File: config.mk
export PLATFORM = sky130hd
export DESIGN_NAME = hazard_scoreboard
export DESIGN_NICKNAME = d
export VERILOG_FILES = /design/src/rtl/hazard_scoreboard.sv
export SDC_FILE = /design/constraint.sdc
export NUM_CORES = 1
export LEC_CHECK = 0
export ABC_AREA = 1
export BUFFER_PORTS_ARGS = -buffer_cell sky130_fd_sc_hd__buf_2
export CAP_MARGIN = 20
export CORE_AREA = 4 4 66 68
export DETAILED_ROUTE_END_ITERATION = 6
export DIE_AREA = 0 0 70 72
export PLACE_DENSITY = 0.85
export SETUP_SLACK_MARGIN = 0.15
export SYNTH_ARGS = -nofsm -noshare
export SYNTH_HDL_FRONTEND = slang
export SYNTH_SLANG_ARGS = --single-unit
File: constraint.sdc
create_clock -name clk -period 1.9 [get_ports clk]
set_input_delay 0 -clock clk [delete_from_list [all_inputs] [get_ports clk]]
set_output_delay 0 -clock clk [all_outputs]
set_load 0.05 [all_outputs]
File: src/rtl/hazard_scoreboard.sv
// hazard_scoreboard
//   Combined hazard-detection and forwarding controller. It tracks every
//   in-flight register writer from EX (entry 0) to WB (entry DEPTH-1) in a
//   shift table. From that table it raises the decode-stage stall and
//   registers the per-operand forwarding selects for EX.
//
//   Optional feature macro: HAZ_STATS_EN. When it is defined, stall_cnt and
//   flush_cnt are saturating event counters. When it is undefined, both
//   counters are tied to zero.
//
// Ports
//   clk, rst              clock, synchronous active-high reset
//   id_valid              ID holds a real instruction
//   id_rs1, id_rs2        source register indices
//   id_rs1_used/_rs2_used instruction reads the corresponding source
//   id_rd, id_regwrite    destination index and write enable
//   id_memread            instruction is a load
//   flush                 branch taken in EX; the ID instruction is wrong-path
//   stall                 hold PC and IF/ID (combinational)
//   ex_rs*_fwd_en/_dist   registered forwarding select; dist d picks result bus d
//   stall_cnt, flush_cnt  statistics counters
module hazard_scoreboard #(
  parameter int unsigned DEPTH     = 3,
  parameter int unsigned NREG      = 32,
  parameter int unsigned LOAD_DIST = 2,
  localparam int unsigned RW       = $clog2(NREG),
  localparam int unsigned DW       = $clog2(DEPTH + 1)
) (
  input  logic          clk,
  input  logic          rst,
  input  logic          id_valid,
  input  logic [RW-1:0] id_rs1,
  input  logic [RW-1:0] id_rs2,
  input  logic          id_rs1_used,
  input  logic          id_rs2_used,
  input  logic [RW-1:0] id_rd,
  input  logic          id_regwrite,
  input  logic          id_memread,
  input  logic          flush,
  output logic          stall,
  output logic          ex_rs1_fwd_en,
  output logic [DW-1:0] ex_rs1_dist,
  output logic          ex_rs2_fwd_en,
  output logic [DW-1:0] ex_rs2_dist,
  output logic [31:0]   stall_cnt,
  output logic [31:0]   flush_cnt
);

  // Writer table: entry k is the producer that is k stages past EX.
  logic          tv  [DEPTH];
  logic [RW-1:0] trd [DEPTH];
  logic          tld [DEPTH];

  logic          m1, m2;
  logic          l1, l2;
  logic [DW-1:0] d1, d2;
  logic          haz1, haz2;
  logic          go;
  logic          issue;

  // Youngest-match search: the first hit in ascending k wins, and older
  // entries cannot override it.
  always_comb begin
    m1 = 1'b0;
    l1 = 1'b0;
    d1 = '0;
    m2 = 1'b0;
    l2 = 1'b0;
    d2 = '0;
    for (int unsigned k = 0; k < DEPTH; k++) begin
      if (!m1 && id_rs1_used && (id_rs1 != '0) && tv[k] && (trd[k] == id_rs1)) begin
        m1 = 1'b1;
        l1 = tld[k];
        d1 = DW'(k + 1);
      end
      if (!m2 && id_rs2_used && (id_rs2 != '0) && tv[k] && (trd[k] == id_rs2)) begin
        m2 = 1'b1;
        l2 = tld[k];
        d2 = DW'(k + 1);
      end
    end
  end

  always_comb begin
    haz1  = m1 & l1 & (32'(d1) < LOAD_DIST);
    haz2  = m2 & l2 & (32'(d2) < LOAD_DIST);
    stall = id_valid & ~flush & (haz1 | haz2);
    go    = id_valid & ~stall & ~flush;
    issue = go & id_regwrite & (id_rd != '0);
  end

  always_ff @(posedge clk) begin
    if (rst) begin
      for (int unsigned k = 0; k < DEPTH; k++) begin
        tv[k]  <= 1'b0;
        trd[k] <= '0;
        tld[k] <= 1'b0;
      end
    end else begin
      tv[0]  <= issue;
      trd[0] <= id_rd;
      tld[0] <= id_memread & issue;
      for (int unsigned k = 1; k < DEPTH; k++) begin
        tv[k]  <= tv[k-1];
        trd[k] <= trd[k-1];
        tld[k] <= tld[k-1];
      end
    end
  end

  // A stalled, flushed or invalid ID slot sends a bubble into EX, so the
  // selects clear.
  always_ff @(posedge clk) begin
    if (rst || !go) begin
      ex_rs1_fwd_en <= 1'b0;
      ex_rs1_dist   <= '0;
      ex_rs2_fwd_en <= 1'b0;
      ex_rs2_dist   <= '0;
    end else begin
      ex_rs1_fwd_en <= m1;
      ex_rs1_dist   <= d1;
      ex_rs2_fwd_en <= m2;
      ex_rs2_dist   <= d2;
    end
  end

`ifdef HAZ_STATS_EN
  logic [31:0] scnt;
  logic [31:0] fcnt;

  always_ff @(posedge clk) begin
    if (rst) begin
      scnt <= '0;
      fcnt <= '0;
    end else begin
      if (stall && (scnt != '1)) scnt <= scnt + 32'd1;
      if (flush && (fcnt != '1)) fcnt <= fcnt + 32'd1;
    end
  end

  assign stall_cnt = scnt;
  assign flush_cnt = fcnt;
`else
  assign stall_cnt = '0;
  assign flush_cnt = '0;
`endif

endmodule
Yosys cells after proc, flatten, opt, wreduce, memory -nomap -nowiden
Memories as Yosys holds them, arrays and structs flattened.
Index checks and enable logic that the tools add are counted.
Word-level totals
  bits in registers: 6
  bits in writable memories: 21
  output and inout port bits: 71
  logic and storage cells: 99
  memories kept: 3
Operators by class
  order comparisons: 2
  equality and inequality tests: 6
  muxes and demuxes: 30
  bitwise logic cells: 23
  reduce and logical (&&, ||, !) cells: 31
Memory list
  trd: depth 3, width 5, read ports 3, clocked after Yosys merged registers in 0, write ports 3, line 51  | logic [RW-1:0] trd [DEPTH];
  tld: depth 3, width 1, read ports 3, clocked after Yosys merged registers in 0, write ports 3, line 52  | logic tld [DEPTH];
  tv: depth 3, width 1, read ports 3, clocked after Yosys merged registers in 0, write ports 3, line 50  | logic tv [DEPTH];
Operators with widths (number)
  $eq A5 B5 Y1: 6
  $mux W1: 23
  $logic_and A1 B1 Y1: 22
  $mux W5: 3
  $reduce_bool A5 Y1: 3
  $and A1 B1 Y1: 11
  $or A1 B1 Y1: 10
  $mux W2: 4
  $logic_not A1 Y1: 5
  $lt A2 B2 Y1 const B: 2
  $not A1 Y1: 2
  $logic_or A1 B1 Y1: 1

Longest topological paths before layout
Gate-level depths: netlist of run 1.
  word-level depth: 28
  gate-level depth with buffers: 12

Worst setup path before layout of run 1
OpenSTA, ideal clock, no wires.
  kind: flip-flop to output port
  from: mem trd[0][11] in the netlist's numbering
  to: out stall
  arrival: 1422 ps
  data required time: 1900 ps
  setup slack: 478 ps
  stages on the path, launching flop included: 13
  path buffers: 0
  cells stage by stage: dfxtp_1 > inv_1 > nand2_1 > nand2_1 > nor3_2 > nand2_1 > nor2_1 > nand2_1 > nor2_4 > nor2_1 > nand2_1 > nand2_1 > nor2_2
RTL lines
  from (decl): line 51
  to (decl): line 40  | output logic stall,

==> metrics.cfg, run 1 <==
[cells_and_area]
nNetsFinal = 329
fillers = 407
n_antenna_cell = 0
drive_above_1_share_pct = 17.0
layout_common_cells = conb_1, nor2_1, nand2_1
final_common_cell = conb_1
area_delta_synth_final_pct = 4.34
final_core_util_pct = 49.1

[route]
antenna_left = 0
dr.pass1.iters = 4
wl_per_cell_um = 10.4
topRoutingLayerUsed = met4
met2_length_mm = 1.88
met1_length_mm = 1.39
wl_met3_um = 363
routed_wl_mm = 3.68
drt_iter0_markers = 128
vias = 1526
drc = 0
vias_per_cell = 4.30

[timing]
period_needed_ps = 1670
timing.final.hold_violations = 0
fmax_ghz = 0.599
rsz0062_at_grt = yes
setup_viol = 0
finalSetupTns_ps = 0
post-route-period-util_pct = 87.9
slew_viol_final = 0
fin_worst_skew_ps = 4.34

[grt]
gr-total-overflow = 0
grt_pass1_vias = 1371
grt_max_degree = 20
grt_pass1_wl_mm = 5.67
groute.usage.overall_pct = 13.9
antenna_found_initial = 0

[synth]
ys_seq_area_share_pct = 28.7
synthDistinctLibCells = 24
yosysWarnings = 0
syn_area_mm2 = 0.00182
synth_top_area_share_pct = 28.7
synth_largest_area_cell = dfxtp_1
synth-seq-cells = 26
synth_cells = 269
synth_area_leaders = dfxtp_1, buf_4, nor2_1, nand2_1, inv_1
postSynthAreaPerCell_um2 = 6.75

[flow_run]
cap_violations = 0

[min_path]
hp-class = in -> reg

[worst_setup_path]
critPathArrivalTime_ps = 1670
end_kind = output port
criticalPathCategory = reg -> out
cp_max_fo = 4
start_kind = flip-flop
worstPathRequired_ps = 1900

[floorplan]
ios = 94
start_util_pct = 47.1
core_area_mm2 = 0.00386
die_area_mm2 = 0.00504
rows = 23
die_h_um = 72
die_w_um = 70

[run_status]
run_status = finished, final reports clean

[clock_tree]
htreeDepth = 1
clkLatencyLatePin_ps = 270
cts_sinks = 26
path_clk_slew_ps = 90
clock-root-buffer = clkbuf_8
cts-buffers-inserted = 3
clock_path_buffers = 2
cts_tree = built

[pwr]
power_frac_seq_pct = 42.2
pwr-share-comb_pct = 31.6
switching_share_pct = 40.5
ir_drop_uv = 391
p_per_area_mw_per_mm2 = 715
p_switching_mw = 0.548
internal_power_mw = 0.806
power.leakage_nw = 1.00
pwr-share-clk_pct = 26.2

[placed_design]
dp_hpwl_mm = 2.98
portBuffers = 29
gp_congestion = 0.869

==> repair_timing <==
action,CTS,global route
hold buffers,6,0
setup endpoints to repair,1,1
endpoints found under the hold margin,6,0
buffers inserted,0,0
resized for setup,1,2
==> power groups by stage <==
stage	Sequential, mW	Combinational (mW)	Clock [mW]
floorplan	0.581	0.463	0
global placement	0.583	0.412	0
detailed placement	0.583	0.413	0
CTS	0.571	0.423	0.362
global route	0.573	0.453	0.373
finish	0.571	0.428	0.356
==> worst max-delay path, cell delays in order, from the launching register on <==
cell and delay (ps):
dfxtp_1 330, inv_1 70, nor2_1 50, nor3_2 170, nand2_1 70, nor2_1 100
nand2_1 90, nor2_4 120, nor2_1 50, nand2_1 50, nand2_1 50, nor2_2 90
buf_6 160
==> state kept, by name (all words and copies together), names as in the netlist <==
register	count
tv	3
ex_rs1_fwd_en	1
ex_rs2_dist	2
ex_rs2_fwd_en	1
trd	15
tld	2
ex_rs1_dist	2
==> worst paths after layout <==
| path | start | endpoint | slack [ps] | depth (start not counted) |
|---|---|---|---|---|
| worst min-delay path | id_regwrite | tv[0][0] | 20 | 5 |
| worst max register to register | trd[0][3] | ex_rs1_fwd_en | 540 | 8 |
| worst max-delay path | trd[0][14] | stall | 230 | 12 |
| worst min register to register | tv[0][1] | tv[0][2] | 450 | 2 |
==> cell usage after synthesis (all sizes together) <==
cell    count
xnor2       4
dfxtp      26
o22ai       7
nor3        4
o21ai       5
xor2        1
nand4       3
a21oi       8
nor2       50
nand3       8
buf        64
clkbuf      2
inv        41
nand2      43
o221ai      2
conb        1
==> through the flow <==
stage / power [mW] / std cells / hold slack (ps) / area [µm²] / setup slack (ps)
CTS: 1.36 / 355 / 20.3 / 1890 / 173
detailed placement: 0.997 / 345 / 223 / 1770 / 421
finish: 1.35 / 355 / 23.9 / 1890 / 230
floorplan: 1.04 / 332 / 107 / 2050 / 478
global placement: 0.994 / 345 / 217 / 1770 / 444
global route: 1.40 / 355 / 55.2 / 1890 / 59.2
==> layer usage <==
layer	GRT usage (%)	vias to the layer above
li1	-	762
met1	15.8	681
met2	26.3	78
met3	2.35	5
met4	4.47	0
met5	0	-
==> cell type report <==
class,count,area (µm²),area share [%]
clock buffers,4,55.1,2.91
inverters,41,154,8.12
multi-input cells,199,890,47.0
flip-flops and latches,26,522,27.5
well taps,50,62.6,3.30
repair buffers,35,211,11.2
==> logic make-up after synthesis <==
group | share of synthesized area (%)
AND/OR/NAND/NOR | 26.2
buffers and inverters | 35.4
flip-flops | 28.7
AO/OA/AOI/OAI | 7.17
XOR/XNOR | 2.41
other | 0.207
(Power assumes the default switching activity.)
==> inputs of run 2 (changes only) <==
--- a/config.mk
+++ b/config.mk
@@ -8,10 +8,10 @@
 export ABC_AREA = 1
 export BUFFER_PORTS_ARGS = -buffer_cell sky130_fd_sc_hd__buf_2
 export CAP_MARGIN = 20
-export CORE_AREA = 4 4 66 68
+export CORE_AREA = 2 2 70 72
 export DETAILED_ROUTE_END_ITERATION = 6
-export DIE_AREA = 0 0 70 72
-export PLACE_DENSITY = 0.85
+export DIE_AREA = 0 0 72 74
+export PLACE_DENSITY = 0.76
 export SETUP_SLACK_MARGIN = 0.15
 export SYNTH_ARGS = -nofsm -noshare
 export SYNTH_HDL_FRONTEND = slang
==> constraint.sdc (replaced) <==
create_clock -name clk -period 1.5 [get_ports clk]
set_input_delay 0 -clock clk [delete_from_list [all_inputs] [get_ports clk]]
set_output_delay 0 -clock clk [all_outputs]
set_load 0.05 [all_outputs]
==> metrics.cfg, run 2 (synthesized netlist as in run 1, its figures left out) <==
[route]
wl_per_cell_um = 10.6  ; +2.4%
dr.pass1.iters = 4  ; unchanged
drt_iter0_markers = 84  ; -34%
vias = 1554  ; +1.8%
drc = 0  ; unchanged
vias_per_cell = 4.28  ; -0.41%
antenna_left = 0  ; unchanged
routed_wl_mm = 3.85  ; +4.7%

[run_status]
run_status = finished, violations left
violations = setup timing

[cells_and_area]
nNetsFinal = 334  ; +1.5%
final_common_cell = conb_1
largest_reg_flops = 15  ; unchanged
n_antenna_cell = 0  ; unchanged
layout_common_cells = conb_1, nor2_1, nand2_1
area_delta_synth_final_pct = 13.4
drive_above_1_share_pct = 29.4  ; +12 points
largest_register = trd
fin_area_mm2 = 0.00206  ; +8.7%
top_regs = trd (15), tv (3)

[worst_setup_path]
worst_path_most_repeated_cell = nand2_1
start_kind = flip-flop
cp_slowest_cell = dfxtp_1
criticalPathCategory = reg -> out
regToRegEndpoint = ex_rs2_fwd_en
cp_max_fo = 3  ; -1
slowest_delay_ps = 350  ; +20 ps
rr_worst_depth = 8  ; unchanged
end_kind = output port
critPathTopFamily = simple AND/OR/NAND/NOR gates
critPathArrivalTime_ps = 1680  ; about the same
path_buf_inv = 1  ; -1
worstPathRequired_ps = 1500  ; -400 ps
worstReg2RegStart = trd[0][6]
cp_cell_sequence = xor2_1 -> a21oi_1 -> nand3_2 -> nor2_2 -> nand2_1 -> nand2_1 -> nand2_2 -> nor2_4 -> buf_8
r2r_setup_slack_ps = 110  ; -430 ps

[clock_tree]
cts_sinks = 26  ; unchanged
cts-buffers-inserted = 3  ; unchanged
clock_path_buffers = 2  ; unchanged
clkLatencyLatePin_ps = 270  ; about the same
clock-root-buffer = clkbuf_8
htreeDepth = 1  ; unchanged
cts_tree = built
path_clk_slew_ps = 90  ; about the same

[placed_design]
dp_hpwl_mm = 2.90  ; -2.7%
portBuffers = 29  ; unchanged
postPlaceCellArea_mm2 = 0.00179  ; +0.99%
gp_congestion = 0.881  ; +1.5%

[floorplan]
ios = 94  ; unchanged
core_area_mm2 = 0.00460  ; +19%
die_h_um = 74  ; +2.8%
start_util_pct = 39.5  ; -7.6 points
die_area_mm2 = 0.00533  ; +5.7%
rows = 25  ; +8.7%
die_w_um = 72  ; +2.9%

[timing]
setup_viol = 1  ; +1
fmax_ghz = 0.596
rsz0062_at_grt = yes
timing.final.hold_violations = 0  ; unchanged
hold_slack_ps = 24.8  ; +0.887 ps
slew_viol_final = 0  ; unchanged
finalWorstSetupSlack_ps = -179  ; -409 ps
post-route-period-util_pct = 112
period_needed_ps = 1680
fin_worst_skew_ps = 4.09  ; -0.256 ps

[min_path]
hold_path_end = tv[0][0]
hp-class = in -> reg
worstHoldStart = id_regwrite
holdPathStages = 5  ; unchanged

[grt]
gr-total-overflow = 0  ; unchanged
grt_max_degree = 20  ; unchanged
grt_pass1_vias = 1312  ; -4.3%
groute.usage.overall_pct = 13.5  ; -0.38 points
grt_pass1_wl_mm = 5.69  ; +0.25%
antenna_found_initial = 0  ; unchanged

[flow_run]
cap_violations = 0  ; unchanged

[pwr]
p_per_area_mw_per_mm2 = 822  ; +15%
power.leakage_nw = 1.03  ; +3.0%
ir_drop_uv = 454  ; +16%

## run 2: metal layers
layer	track usage, %	up-vias	wire (µm)
met5	0	-	0
met4	2.52	0	19
met3	2.03	4	252
met2	25.7	66	2060
met1	16.3	709	1520
li1	-	775	-
## run 2: layout make-up
type | instances | area (µm²)
clock buffers | 3 | 41.3
fillers | 483 | 2540
inverters | 41 | 154
multi-input cells | 199 | 1010
flip-flops and latches | 26 | 533
well taps | 54 | 67.6
repair buffers | 40 | 253
## run 2: tightest hold or removal path: stages
cell and delay, ps:
buf_2 70, nand2_1 40, inv_1 50, nand2_1 60, inv_1 50
## run 2: how the worst max path moves through the flow
stage                from    end  slack, ps  cells after the start
3_3_place_gp   trd[0][11]  stall         30                     13
6_report        trd[0][6]  stall       -180                      9
4_1_cts        trd[0][11]  stall       -170                     13
5_1_grt        trd[0][13]  stall       -270                     12
2_1_floorplan  trd[0][11]  stall        210                     12
3_5_place_dp   trd[0][11]  stall       -0.5                     13
## run 2: what timing repair did
action                                  CTS  global route
endpoints found under the setup margin    3             8
endpoints found under the hold margin     6             0
setup buffers                             0             4
pin swaps                                 0            12
gates resized for setup                  12            35
hold buffers                              6             0
## run 2: per-stage QoR
step	power [mW]	TNS [ps]	utilization, %	worst slack, ps	std cells
final	1.69	-179	44.8	-179	363
after detailed placement	1.27	-0.529	38.9	-0.529	350
after floorplan	1.32	0	-	205	332
after global routing	1.76	-272	44.8	-272	363
after global placement	1.26	0	38.9	31.1	350
after CTS	1.66	-170	41.6	-170	359
## run 2: report_power, final
group          internal [mW]  leakage, nW  switching [mW]
sequential             0.710        0.216          0.0157
clock                  0.180       0.0216           0.216
combinational         0.0875        0.796           0.483
total                  0.978         1.03           0.715
==> inputs of run 3 (changes only) <==
--- a/config.mk
+++ b/config.mk
@@ -8,10 +8,10 @@
 export ABC_AREA = 1
 export BUFFER_PORTS_ARGS = -buffer_cell sky130_fd_sc_hd__buf_2
 export CAP_MARGIN = 20
-export CORE_AREA = 2 2 70 72
+export CORE_AREA = 2 2 89 57
 export DETAILED_ROUTE_END_ITERATION = 6
-export DIE_AREA = 0 0 72 74
-export PLACE_DENSITY = 0.76
+export DIE_AREA = 0 0 91 59
+export PLACE_DENSITY = 0.79
 export SETUP_SLACK_MARGIN = 0.15
 export SYNTH_ARGS = -nofsm -noshare
 export SYNTH_HDL_FRONTEND = slang
==> metrics.cfg, run 3 (synthesized netlist as in run 1, its figures left out) <==
[worst_setup_path]
start_kind = flip-flop
critPathArrivalTime_ps = 1690  ; about the same
criticalPathCategory = reg -> out
slowest_delay_ps = 340  ; about the same
crit_start = trd[0][14]
worstReg2RegStart = trd[0][6]
cp_slowest_cell = dfxtp_2
r2r_setup_slack_ps = 40  ; -70 ps
regToRegEndpoint = ex_rs2_fwd_en
end_kind = output port
worstPathRequired_ps = 1500  ; about the same
cp_cell_sequence = inv_2 -> nor2_1 -> nor3_2 -> nand2_1 -> nor2_2 -> nand2_2 -> nor2_4 -> nor2_2 -> nand2_1 -> nand2_2 -> nor2_4 -> buf_8
rr_worst_depth = 8  ; unchanged
crit_path_end = stall
cp_max_fo = 3  ; unchanged

[placed_design]
pre_cts_ws_ps = -16.8  ; -16.3 ps
gp_congestion = 0.930  ; +5.5%
postPlaceCellArea_mm2 = 0.00181  ; +1.0%
dp_hpwl_mm = 3.13  ; +7.9%
portBuffers = 29  ; unchanged

[floorplan]
rows = 19  ; -24%
die_h_um = 59  ; -20%
ios = 94  ; unchanged
die_w_um = 91  ; +26%
core_area_mm2 = 0.00447  ; -2.8%
start_util_pct = 40.6  ; +1.1 points
die_area_mm2 = 0.00537  ; +0.77%

[cells_and_area]
area_delta_synth_final_pct = 12.1
layout_common_cells = conb_1, nand2_1, nor2_1
fin_area_mm2 = 0.00203  ; -1.2%
fillers = 481  ; -0.41%
final_common_cell = conb_1
largest_register = trd
drive_above_1_share_pct = 26.5  ; -2.9 points
largest_reg_flops = 15  ; unchanged
n_antenna_cell = 0  ; unchanged
top_regs = trd (15), tv (3)
nNetsFinal = 334  ; unchanged

[grt]
grt_pass1_wl_mm = 5.87  ; +3.2%
gr-total-overflow = 0  ; unchanged
groute.usage.overall_pct = 13.9  ; +0.42 points
grt_pass1_vias = 1250  ; -4.7%
grt_max_degree = 20  ; unchanged
antenna_found_initial = 0  ; unchanged

[route]
dr.pass1.iters = 4  ; unchanged
drt_iter0_markers = 133  ; +58%
vias = 1529  ; -1.6%
vias_per_cell = 4.11  ; -4.0%
drc = 0  ; unchanged
wl_per_cell_um = 10.7  ; +1.1%
antenna_left = 0  ; unchanged
routed_wl_mm = 3.99  ; +3.6%

[timing]
period_needed_ps = 1690  ; +15.8 ps
rsz0062_at_grt = yes
post-route-period-util_pct = 113  ; +1.1 points
timing.final.hold_violations = 0  ; unchanged
fmax_ghz = 0.590  ; -0.93%
finalSetupTns_ps = -194  ; -15.8 ps
fin_worst_skew_ps = 7.20  ; +3.12 ps
setup_viol = 1  ; unchanged
slew_viol_final = 0  ; unchanged
finalWorstSetupSlack_ps = -194  ; -15.8 ps
hold_slack_ps = 25.3  ; +0.547 ps

[clock_tree]
cts-buffers-inserted = 3  ; unchanged
path_clk_slew_ps = 90  ; about the same
htreeDepth = 1  ; unchanged
clkLatencyLatePin_ps = 270  ; about the same
cts_tree = built
cts_sinks = 26  ; unchanged
clock_path_buffers = 2  ; unchanged
clock-root-buffer = clkbuf_8

[flow_run]
cap_violations = 0  ; unchanged

[pwr]
ir_drop_uv = 358  ; -21%
power.leakage_nw = 1.03  ; -0.12%
p_per_area_mw_per_mm2 = 823  ; +0.14%
finalPower_mw = 1.67  ; -1.1%

[run_status]
violations = setup timing
run_status = finished, violations left

[min_path]
hp-class = in -> reg

[run 3: critical path: cells and delay by family, from the launching register on]
family | cells | cell delay [ps]
simple gates | 10 | 890
buf+inv | 2 | 200
flops | 1 | 340
[run 3: layout make-up]
| type | instances | area [µm²] | area share (%) |
|---|---|---|---|
| repair buffers | 40 | 253 | 12.4 |
| well taps | 63 | 78.8 | 3.87 |
| clock buffers | 3 | 41.3 | 2.03 |
| multi-input cells | 199 | 977 | 48.0 |
| flip-flops and latches | 26 | 531 | 26.1 |
| inverters | 41 | 154 | 7.56 |
[run 3: worst min path at each step]
| stage | start | cells after the start | slack (ps) | endpoint |
|---|---|---|---|---|
| floorplan | id_rd[2] | 2 | 110 | trd[0][2] |
| global placement | id_rd[1] | 3 | 210 | trd[0][1] |
| detailed placement | id_rd[0] | 3 | 220 | trd[0][0] |
| CTS | id_regwrite | 5 | 30 | tv[0][0] |
| global route | id_regwrite | 5 | 50 | tv[0][0] |
| finish | id_regwrite | 5 | 30 | tv[0][0] |
[run 3: what timing repair did]
action                                  in CTS  in global routing
hold endpoints to repair                     6                  0
pin swaps                                    2                 10
buffers inserted                             2                  1
resized for setup                           13                 22
hold buffers                                 6                  0
endpoints found under the setup margin       6                  9
[run 3: metal layers]
metal | routed length (µm) | GRT usage [%] | vias to the layer above
met2 | 1880 | 23.2 | 87
li1 | - | - | 772
met5 | 0 | 0 | -
met4 | 29 | 1.95 | 0
met3 | 388 | 3.05 | 6
met1 | 1690 | 19.3 | 664
[run 3: through the flow]
stage / util, % / cells
after CTS: 43.5 / 371
after global routing: 45.5 / 372
after global placement: 40.5 / 360
after floorplan: - / 332
final: 45.5 / 372
after detailed placement: 40.5 / 360
[run 3: report_power, final]
| group | internal [mW] | switching, mW |
|---|---|---|
| combinational | 0.0844 | 0.478 |
| sequential | 0.708 | 0.0174 |
| clock | 0.180 | 0.206 |
| total | 0.973 | 0.702 |
